[config.mk]
export PLATFORM = sky130hd
export DESIGN_NAME = pes_elc_scheduler
export DESIGN_NICKNAME = d
export VERILOG_FILES = /design/src/rtl/pes_elc_pkg.sv /design/src/rtl/pes_elc_scan_pick.sv /design/src/rtl/pes_elc_scheduler.sv
export SDC_FILE = /design/constraint.sdc
export NUM_CORES = 1
export LEC_CHECK = 0
export ABC_AREA = 1
export CAP_MARGIN = 20
export CORE_UTILIZATION = 30
export CTS_BUF_LIST = sky130_fd_sc_hd__clkbuf_4 sky130_fd_sc_hd__clkbuf_8 sky130_fd_sc_hd__clkbuf_16
export CTS_CLUSTER_DIAMETER = 40
export DETAILED_ROUTE_END_ITERATION = 7
export PLACE_DENSITY = 0.48
export REMOVE_ABC_BUFFERS = 1
export SLEW_MARGIN = 20
export SYNTH_ARGS = -nofsm -noshare
export SYNTH_HDL_FRONTEND = slang
export SYNTH_HIERARCHICAL = 1
export SYNTH_SLANG_ARGS = --single-unit
[constraint.sdc]
create_clock -name clk -period 3.5 [get_ports clk]
set_input_delay 0.7 -clock clk [delete_from_list [all_inputs] [get_ports clk]]
set_output_delay 0.7 -clock clk [all_outputs]
set_load 0.1 [all_outputs]
[src/rtl/pes_elc_pkg.sv]
// -----------------------------------------------------------------------------
// pes_elc_pkg
// Shared definitions for the pes_elevator call scheduler:
//   - default floor count and the scheduler FSM state encoding
//   - onehot_check      : 1 when a floor vector has exactly one bit set
//   - floor_to_idx      : one-hot floor vector -> floor index (lowest set bit)
//   - idx_to_floor      : floor index -> one-hot floor vector
// Floor vectors are carried in a MAX_FLOORS-wide container so the helpers can
// serve any NUM_FLOORS up to MAX_FLOORS; callers zero-extend on the way in.
// -----------------------------------------------------------------------------
package pes_elc_pkg;

  localparam int ELC_NUM_FLOORS = 8;
  localparam int MAX_FLOORS     = 32;
  localparam int FLOOR_IDX_W    = 5;

  typedef logic [MAX_FLOORS-1:0]  floor_vec_t;
  typedef logic [FLOOR_IDX_W-1:0] floor_idx_t;

  // Scheduler FSM encoding.
  localparam logic [1:0] ST_IDLE   = 2'd0;
  localparam logic [1:0] ST_SELECT = 2'd1;
  localparam logic [1:0] ST_MOVE   = 2'd2;
  localparam logic [1:0] ST_DWELL  = 2'd3;

  function automatic logic onehot_check(input floor_vec_t v);
    return $onehot(v);
  endfunction

  // Lowest set bit wins, so a malformed vector still maps to a legal index.
  function automatic floor_idx_t floor_to_idx(input floor_vec_t v);
    floor_idx_t idx;
    idx = '0;
    for (int i = MAX_FLOORS - 1; i >= 0; i--) begin
      if (v[i]) idx = floor_idx_t'(i);
    end
    return idx;
  endfunction

  function automatic floor_vec_t idx_to_floor(input floor_idx_t idx);
    floor_vec_t v;
    v      = '0;
    v[idx] = 1'b1;
    return v;
  endfunction

endpackage

[src/rtl/pes_elc_scan_pick.sv]
// -----------------------------------------------------------------------------
// pes_elc_scan_pick
// Combinational SCAN (sweep) target picker.
//   dir=1: nearest pending floor strictly above cur_floor; if none, reverse and
//          take the nearest pending floor strictly below.
//   dir=0: mirror image.
// Ports:
//   pending     in  outstanding calls (one bit per floor)
//   cur_floor   in  one-hot car position
//   dir         in  current sweep direction (1 = up)
//   next_target out one-hot chosen floor, 0 when nothing found
//   next_dir    out direction after the pick (flips only on reversal)
//   found       out a target was found
// The pending bit of cur_floor itself is never chosen.
// -----------------------------------------------------------------------------
module pes_elc_scan_pick
  import pes_elc_pkg::*;
#(
  parameter int NUM_FLOORS = ELC_NUM_FLOORS
) (
  input  logic [NUM_FLOORS-1:0] pending,
  input  logic [NUM_FLOORS-1:0] cur_floor,
  input  logic                  dir,
  output logic [NUM_FLOORS-1:0] next_target,
  output logic                  next_dir,
  output logic                  found
);

  floor_vec_t cur_vec;
  floor_idx_t cur_idx;
  floor_idx_t up_idx;
  floor_idx_t down_idx;
  floor_idx_t tgt_idx;
  logic       up_found;
  logic       down_found;

  always_comb begin
    cur_vec                   = '0;
    cur_vec[NUM_FLOORS-1:0]   = cur_floor;
    cur_idx                   = floor_to_idx(cur_vec);

    // Nearest above: scan downward so the lowest qualifying floor is written last.
    up_found = 1'b0;
    up_idx   = '0;
    for (int i = NUM_FLOORS - 1; i >= 0; i--) begin
      if (pending[i] && (i > int'(cur_idx))) begin
        up_found = 1'b1;
        up_idx   = floor_idx_t'(i);
      end
    end

    // Nearest below: scan upward so the highest qualifying floor is written last.
    down_found = 1'b0;
    down_idx   = '0;
    for (int i = 0; i < NUM_FLOORS; i++) begin
      if (pending[i] && (i < int'(cur_idx))) begin
        down_found = 1'b1;
        down_idx   = floor_idx_t'(i);
      end
    end

    found    = 1'b0;
    next_dir = dir;
    tgt_idx  = '0;
    if (dir) begin
      if (up_found) begin
        found   = 1'b1;
        tgt_idx = up_idx;
      end else if (down_found) begin
        found    = 1'b1;
        tgt_idx  = down_idx;
        next_dir = 1'b0;
      end
    end else begin
      if (down_found) begin
        found   = 1'b1;
        tgt_idx = down_idx;
      end else if (up_found) begin
        found    = 1'b1;
        tgt_idx  = up_idx;
        next_dir = 1'b1;
      end
    end

    next_target = found ? NUM_FLOORS'(idx_to_floor(tgt_idx)) : '0;
  end

endmodule

[src/rtl/pes_elc_scheduler.sv]
// -----------------------------------------------------------------------------
// pes_elc_scheduler
// Collects floor calls and sequences the pes_elevator car with a SCAN policy:
// IDLE -> SELECT (pick target) -> MOVE (wait for arrive, retarget on the way)
// -> DWELL (door open) -> IDLE.
// Ports:
//   clk           in  system clock, rising edge
//   reset         in  asynchronous active-high reset
//   call_req      in  per-floor call pulses (several bits per cycle allowed)
//   cur_floor     in  one-hot car position
//   arrive        in  one-cycle arrival pulse (elevator complete), MOVE only
//   over_weight   in  holds the door open
//   fire_recall   in  (ELC_FIRE_RECALL_EN only) send the car to floor 0
//   target_floor  out one-hot target, 0 when not valid
//   target_valid  out target_floor is meaningful
//   dir           out sweep direction, 1 = up
//   door_open     out high in DWELL
//   pending       out registered outstanding calls
//   pos_fault     out sticky: cur_floor seen not one-hot outside DWELL
// Optional feature: define ELC_FIRE_RECALL_EN to add the fire_recall input.
// NUM_FLOORS must not exceed pes_elc_pkg::MAX_FLOORS.
// -----------------------------------------------------------------------------
module pes_elc_scheduler
  import pes_elc_pkg::*;
#(
  parameter int NUM_FLOORS   = ELC_NUM_FLOORS,
  parameter int DWELL_CYCLES = 4,
  parameter int DWELL_W      = 3
) (
  input  logic                  clk,
  input  logic                  reset,
  input  logic [NUM_FLOORS-1:0] call_req,
  input  logic [NUM_FLOORS-1:0] cur_floor,
  input  logic                  arrive,
  input  logic                  over_weight,
`ifdef ELC_FIRE_RECALL_EN
  input  logic                  fire_recall,
`endif
  output logic [NUM_FLOORS-1:0] target_floor,
  output logic                  target_valid,
  output logic                  dir,
  output logic                  door_open,
  output logic [NUM_FLOORS-1:0] pending,
  output logic                  pos_fault
);

  localparam logic [DWELL_W-1:0] DWELL_LOAD = DWELL_W'(DWELL_CYCLES - 1);

  logic [1:0]            state;
  logic [1:0]            state_n;
  logic [DWELL_W-1:0]    dwell_cnt;
  logic [DWELL_W-1:0]    dwell_n;
  logic [NUM_FLOORS-1:0] pending_n;
  logic [NUM_FLOORS-1:0] target_n;
  logic                  valid_n;
  logic                  dir_n;
  logic                  pos_fault_n;
  logic [NUM_FLOORS-1:0] call_eff;
  logic [NUM_FLOORS-1:0] clear_mask;
  floor_vec_t            cur_vec;
  logic                  cur_ok;

  logic [NUM_FLOORS-1:0] pick_target;
  logic                  pick_dir;
  logic                  pick_found;
  logic                  retarget;

`ifdef ELC_FIRE_RECALL_EN
  localparam logic [NUM_FLOORS-1:0] FLOOR0 = NUM_FLOORS'(1);
  // Set when the current DWELL was entered by a recall arrival; such a dwell
  // holds the door open for as long as the recall lasts.
  logic recall_dwell;
  logic recall_dwell_n;
`endif

  // One picker serves both SELECT and the MOVE retarget check: in MOVE, a pick
  // in the same direction that is nearer than the current target is exactly a
  // pending floor lying between the car and the target.
  pes_elc_scan_pick #(
    .NUM_FLOORS (NUM_FLOORS)
  ) u_scan_pick (
    .pending     (pending),
    .cur_floor   (cur_floor),
    .dir         (dir),
    .next_target (pick_target),
    .next_dir    (pick_dir),
    .found       (pick_found)
  );

  // One-hot vectors compare numerically in floor order.
  assign retarget = pick_found && (pick_dir == dir) &&
                    (dir ? (pick_target < target_floor) : (pick_target > target_floor));

  assign door_open = (state == ST_DWELL);

  always_comb begin
    cur_vec                 = '0;
    cur_vec[NUM_FLOORS-1:0] = cur_floor;
    cur_ok                  = onehot_check(cur_vec);
  end

  always_comb begin
    // NOTE: every variable written here gets a default first, so no path can
    // leave one unassigned and infer a latch.
    state_n     = state;
    dwell_n     = dwell_cnt;
    target_n    = target_floor;
    valid_n     = target_valid;
    dir_n       = dir;
    pos_fault_n = pos_fault;
    call_eff    = call_req;
    clear_mask  = '0;
`ifdef ELC_FIRE_RECALL_EN
    recall_dwell_n = recall_dwell;
`endif

    case (state)
      ST_IDLE: begin
        if (pos_fault) begin
          state_n = ST_IDLE;
        end else if (!cur_ok) begin
          pos_fault_n = 1'b1;
        end else if (|(pending & cur_floor)) begin
          // Call for the floor the car already sits at: open the door directly.
          clear_mask = cur_floor;
          dwell_n    = DWELL_LOAD;
          state_n    = ST_DWELL;
        end else if (|pending) begin
          state_n = ST_SELECT;
        end
      end

      ST_SELECT: begin
        if (!cur_ok) begin
          pos_fault_n = 1'b1;
          valid_n     = 1'b0;
          target_n    = '0;
          state_n     = ST_IDLE;
        end else if (pick_found) begin
          target_n = pick_target;
          valid_n  = 1'b1;
          dir_n    = pick_dir;
          state_n  = ST_MOVE;
        end else begin
          state_n = ST_IDLE;
        end
      end

      ST_MOVE: begin
        if (!cur_ok) begin
          pos_fault_n = 1'b1;
          valid_n     = 1'b0;
          target_n    = '0;
          state_n     = ST_IDLE;
        end else if (arrive) begin
          clear_mask = target_floor;
          target_n   = '0;
          valid_n    = 1'b0;
          dwell_n    = DWELL_LOAD;
          state_n    = ST_DWELL;
        end else if (retarget) begin
          target_n = pick_target;
        end
      end

      ST_DWELL: begin
        if (|(call_req & cur_floor)) begin
          // A call for the open-door floor extends the dwell instead of
          // queueing a trip to where the car already is.
          call_eff = call_req & ~cur_floor;
          dwell_n  = DWELL_LOAD;
        end else if (over_weight) begin
          dwell_n = DWELL_LOAD;
        end else if (dwell_cnt == '0) begin
          state_n = ST_IDLE;
        end else begin
          dwell_n = dwell_cnt - DWELL_W'(1);
        end
      end

      default: state_n = ST_IDLE;
    endcase

    // Clear wins over a same-cycle call for the same floor.
    pending_n = (pending | call_eff) & ~clear_mask;

`ifdef ELC_FIRE_RECALL_EN
    if (fire_recall) begin
      pending_n = '0;
      // With a position fault the car location is unknown; stay parked.
      if (!pos_fault) begin
        if (state == ST_DWELL) begin
          // A normal dwell finishes on its own; a recall dwell stays open.
          if (recall_dwell) begin
            dwell_n = DWELL_LOAD;
            state_n = ST_DWELL;
          end
        end else if ((state == ST_MOVE) && cur_ok && arrive && cur_floor[0] &&
                     (target_floor == FLOOR0)) begin
          target_n       = '0;
          valid_n        = 1'b0;
          dir_n          = 1'b0;
          dwell_n        = DWELL_LOAD;
          state_n        = ST_DWELL;
          recall_dwell_n = 1'b1;
        end else if (cur_ok) begin
          target_n = FLOOR0;
          valid_n  = 1'b1;
          dir_n    = 1'b0;
          state_n  = ST_MOVE;
        end
      end
    end
    if (state_n != ST_DWELL) recall_dwell_n = 1'b0;
`endif
  end

  // NOTE: sequential state uses non-blocking assignments only, so every
  // register samples the pre-edge value of every other register.
  always_ff @(posedge clk or posedge reset) begin
    if (reset) begin
      state        <= ST_IDLE;
      dwell_cnt    <= '0;
      pending      <= '0;
      target_floor <= '0;
      target_valid <= 1'b0;
      dir          <= 1'b1;
      pos_fault    <= 1'b0;
    end else begin
      state        <= state_n;
      dwell_cnt    <= dwell_n;
      pending      <= pending_n;
      target_floor <= target_n;
      target_valid <= valid_n;
      dir          <= dir_n;
      pos_fault    <= pos_fault_n;
    end
  end

`ifdef ELC_FIRE_RECALL_EN
  always_ff @(posedge clk or posedge reset) begin
    if (reset) recall_dwell <= 1'b0;
    else       recall_dwell <= recall_dwell_n;
  end
`endif

endmodule

==> impl_metrics.tcl <==
set metrics [dict create \
    max_slew_violation_count 0 \
    crit_required_ns 3.72 \
    worstSetupStartpoint "cur_floor[1]" \
    xor_xnor_cell_area_share_of_the_yosys_netlist_pct 0.331 \
    cts_tree "done" \
    worst-endpoint-arrival_ns 3.97 \
    footprint_of_the_multi_input_gates_sq_mm 0.00210 \
    fin_skew_ns 0.00844 \
    critical_path.max_fanout 4 \
    yosys.cell_types.count 35 \
    critPathLaunchType "input pin" \
    register_area_sq_um 602 \
    synthSimpleGateAreaFrac_pct 44.8 \
    path_class "in2reg" \
    synthMostInstantiatedCell "nand2_1" \
    mappedNetlistArea_sq_mm 0.00265 \
    ant_nets 0 \
    cells_along_the_critical_path "buf_8, inv_4, fa_1, fa_1, fa_1, inv_1, ha_2, inv_2, fa_1, nand2_1, a21oi_2, buf_4, nand3_4, nand2_4, nor2_4, buf_4, nand3_4, nand3_1, nand2_1" \
    viasPerCell 4.61 \
    global_route.usage.total_pct 17.8 \
    die_area_sq_mm 0.00920 \
    dr.pass1.iters 5 \
    initial_utilization_pct 31.6 \
    floorplan.die.width_um 95.9 \
    cts.reportedPaths.clkPinSlew_ns 0.09 \
    comb_power_share_pct 61.9 \
    floorplan.rows 33 \
    violations "negative setup slack" \
    areaGrowthSynthToFinish_pct 48.4 \
    p_leak_nw 1.98 \
    synth_edf_count 0 \
    final_clock_period_utilization_by_the_worst_path_pct 107 \
    first_global_vias 2682 \
    synth.yosys.warnings 6 \
    timing_worst_slew_pin_value_ns 0.976 \
    floorplan.core_area_sq_mm 0.00838 \
    layout-drive-gt1-share_pct 34.0 \
    antenna_found_initial 0 \
    synth.top_cell.area_share_pct 21.8 \
    power_density_over_the_cells_mw_per_mm2 359 \
    synth-adder-area-share_pct 11.5 \
    synth_top_flop_cell "dfrtp_1" \
    dp_hpwl_mm 6.13 \
    hold_slack_ns 0.511 \
    finalSetupViolCount 22 \
    internal_power_mw 0.726 \
    synth.largest_area_cell "dfrtp_1" \
    n_antenna_cell 0 \
    total_power_mw 1.41 \
    netlist_top_cells_count "nand2_1 (125), inv_1 (75), nor2_1 (49), nand3_1 (28), dfrtp_1 (23)" \
    wl_mm 7.73 \
    cts_root_buf "clkbuf_8" \
    max_cap_viol_count 0 \
    fillers 861 \
    critPathCaptureType "flip-flop" \
    holdCritStartpoint "target_valid$_DFFE_PP0P_" \
    worst_ir_drop_vdd_v 0.000248 \
    drc_errors 0 \
    power.net_switching_mw 0.683 \
    fp.dieH_um 95.9 \
    synth.mux.area_fraction_pct 0 \
    clock.fmax_mhz 266 \
    power_frac_clock_pct 14.4 \
    rsz0062_at_grt "true" \
    holdCritPathClass "reg2reg" \
    seq_power_share_pct 23.7 \
    final.setup.worst_slack_ns -0.256 \
    syn_inst 416 \
    combinational_family_with_the_most_area_after_synthesis "simple AND/OR/NAND/NOR gates" \
    grt_first_pass_wirelength_mm 12.6 \
    max-slew-margin-rel_pct 34.8 \
    postSynthRegisterBits 24 \
    synth-compound-area-share_pct 8.51 \
    synth_sequential_area_ratio_pct 22.8 \
    boundaryPins 40 \
    crit_path_top_delay_cell "fa_1" \
    grt_max_degree 25 \
    cts-root-to-sink-buffers 2 \
    clkLatencyLatePin_ns 0.28 \
    cts_buffers 3 \
    min_period_ns 3.76 \
    outcome "complete, but fails checks" \
    path_common_cell "fa_1" \
    critical_path.max_stage_delay_ns 0.54 \
    gp_congestion 0.840 \
    cts_htree_levels 1 \
    vias_after_detailed_routing 2803 \
    timing.rr.start "pending[3]$_DFF_PP0_" \
    port_buffers 39 \
    report.final.hold_viol_count 0 \
    dr_iter_0_viols 86 \
    route.detailed.wl_per_inst_um 12.7 \
    synthesis.area_per_instance_sq_um 6.36 \
    p_sw_share_pct 48.5 \
    nNetsFinal 546 \
    clock-sinks 24 \
    grt_overflow_total 0 \
    fraction_of_registers_with_async_set_reset_pct 100 \
    synth_area_leaders "dfrtp_1 (22%), nand2_1 (18%), inv_1 (11%), ha_1 (8.5%), nor2_1 (7.0%)" \
]
[cell type report]
class / instances / area share [%]
flip-flops and latches: 24 / 15.3
multi-input cells: 312 / 53.5
inverters: 79 / 7.71
repair buffers: 84 / 18.7
clock buffers: 4 / 1.40
well taps: 105 / 3.35
[cells by family (layout without fill, tap and decap cells)]
| group | count (synthesis) | count (layout) |
|---|---|---|
| AND/OR/NAND/NOR | 250 | 252 |
| flip-flops | 24 | 24 |
| buffers and inverters | 82 | 167 |
| AO/OA/AOI/OAI | 37 | 37 |
| XOR/XNOR | 1 | 1 |
| adder cells (fa/ha/maj) | 22 | 22 |
[timing repair]
item | in CTS | in global routing
setup endpoints to repair | 24 | 24
buffers inserted | 6 | 9
resized for setup | 49 | 67
pin swaps | 16 | 17
hold buffers | 0 | 0
cloned | 1 | 1
[stage by stage]
stage	cell area, sq um	TNS, ns	setup slack [ns]	std cells	utilization, %
final	3930	-4.73	-0.256	608	46.8
after global routing	3930	-8.32	-0.449	608	46.8
after CTS	3600	-5.17	-0.309	599	43.0
after detailed placement	3360	-22.34	-1.08	589	40.1
after global placement	3360	-22.36	-1.08	589	40.1
after floorplan	2630	-6.80	-0.379	413	-
[routing by layer]
| layer | vias up | track usage [%] | share of wire (%) |
|---|---|---|---|
| li1 | 1475 | - | - |
| met1 | 1296 | 24.2 | 49 |
| met2 | 28 | 31.3 | 49 |
| met3 | 4 | 1.42 | 1.6 |
| met4 | 0 | 2.99 | 0.49 |
| met5 | - | 0 | 0 |
[flip-flops by register name (all words and copies together), names as in the netlist]
register	count
pos_fault	1
pending	8
dwell_cnt	3
target_floor	8
target_valid	1
state	2
dir	1
[path summary, 6_finish.rpt]
kind | end | slack [ns] | cells after the start
worst max-delay path | target_floor[7]$_DFFE_PP0P_ | -0.26 | 19
worst min-delay path | target_valid$_DFFE_PP0P_ | 0.51 | 2
worst max register to register | target_floor[4]$_DFFE_PP0P_ | 0.59 | 21
worst min register to register | target_valid$_DFFE_PP0P_ | 0.51 | 2
max in group asynchronous | state[1]$_DFFE_PP0P_ | 2.26 | 2
min in group asynchronous | pos_fault$_DFFE_PP0P_ | 0.81 | 2
[power by group through the flow]
stage               Combinational (mW)  Clock, mW  Sequential (mW)
floorplan                        0.339          0            0.462
global placement                 0.664          0            0.339
detailed placement               0.670          0            0.338
CTS                              0.732      0.207            0.334
global route                     0.959      0.219            0.338
finish                           0.872      0.204            0.334
[cells in the final DEF, fill, tap and decap left out, types with 5 or more instances in the layout]
| cell type | n |
|---|---|
| clkdlybuf4s50_1 | 20 |
| nand3_1 | 22 |
| o21ai_0 | 6 |
| nand3_4 | 6 |
| nand2_2 | 26 |
| nand2_4 | 8 |
| dfrtp_1 | 23 |
| inv_2 | 7 |
| o32ai_2 | 5 |
| buf_6 | 6 |
| nor2_2 | 13 |
| a21oi_1 | 9 |
| nand3_2 | 9 |
| o21ai_1 | 5 |
| nor2_1 | 34 |
| inv_1 | 68 |
| nand2_1 | 107 |
| buf_4 | 51 |
| ha_1 | 16 |
| nand4_1 | 6 |
| nor2_4 | 10 |
[critical path: cells and delay by family]
| family | cells | cell delay, ns |
|---|---|---|
| buffers and inverters | 6 | 0.52 |
| AO/OA/AOI/OAI | 1 | 0.17 |
| AND/OR/NAND/NOR | 7 | 0.54 |
| adder cells (fa/ha/maj) | 5 | 2.07 |
(Power assumes the default switching activity.)
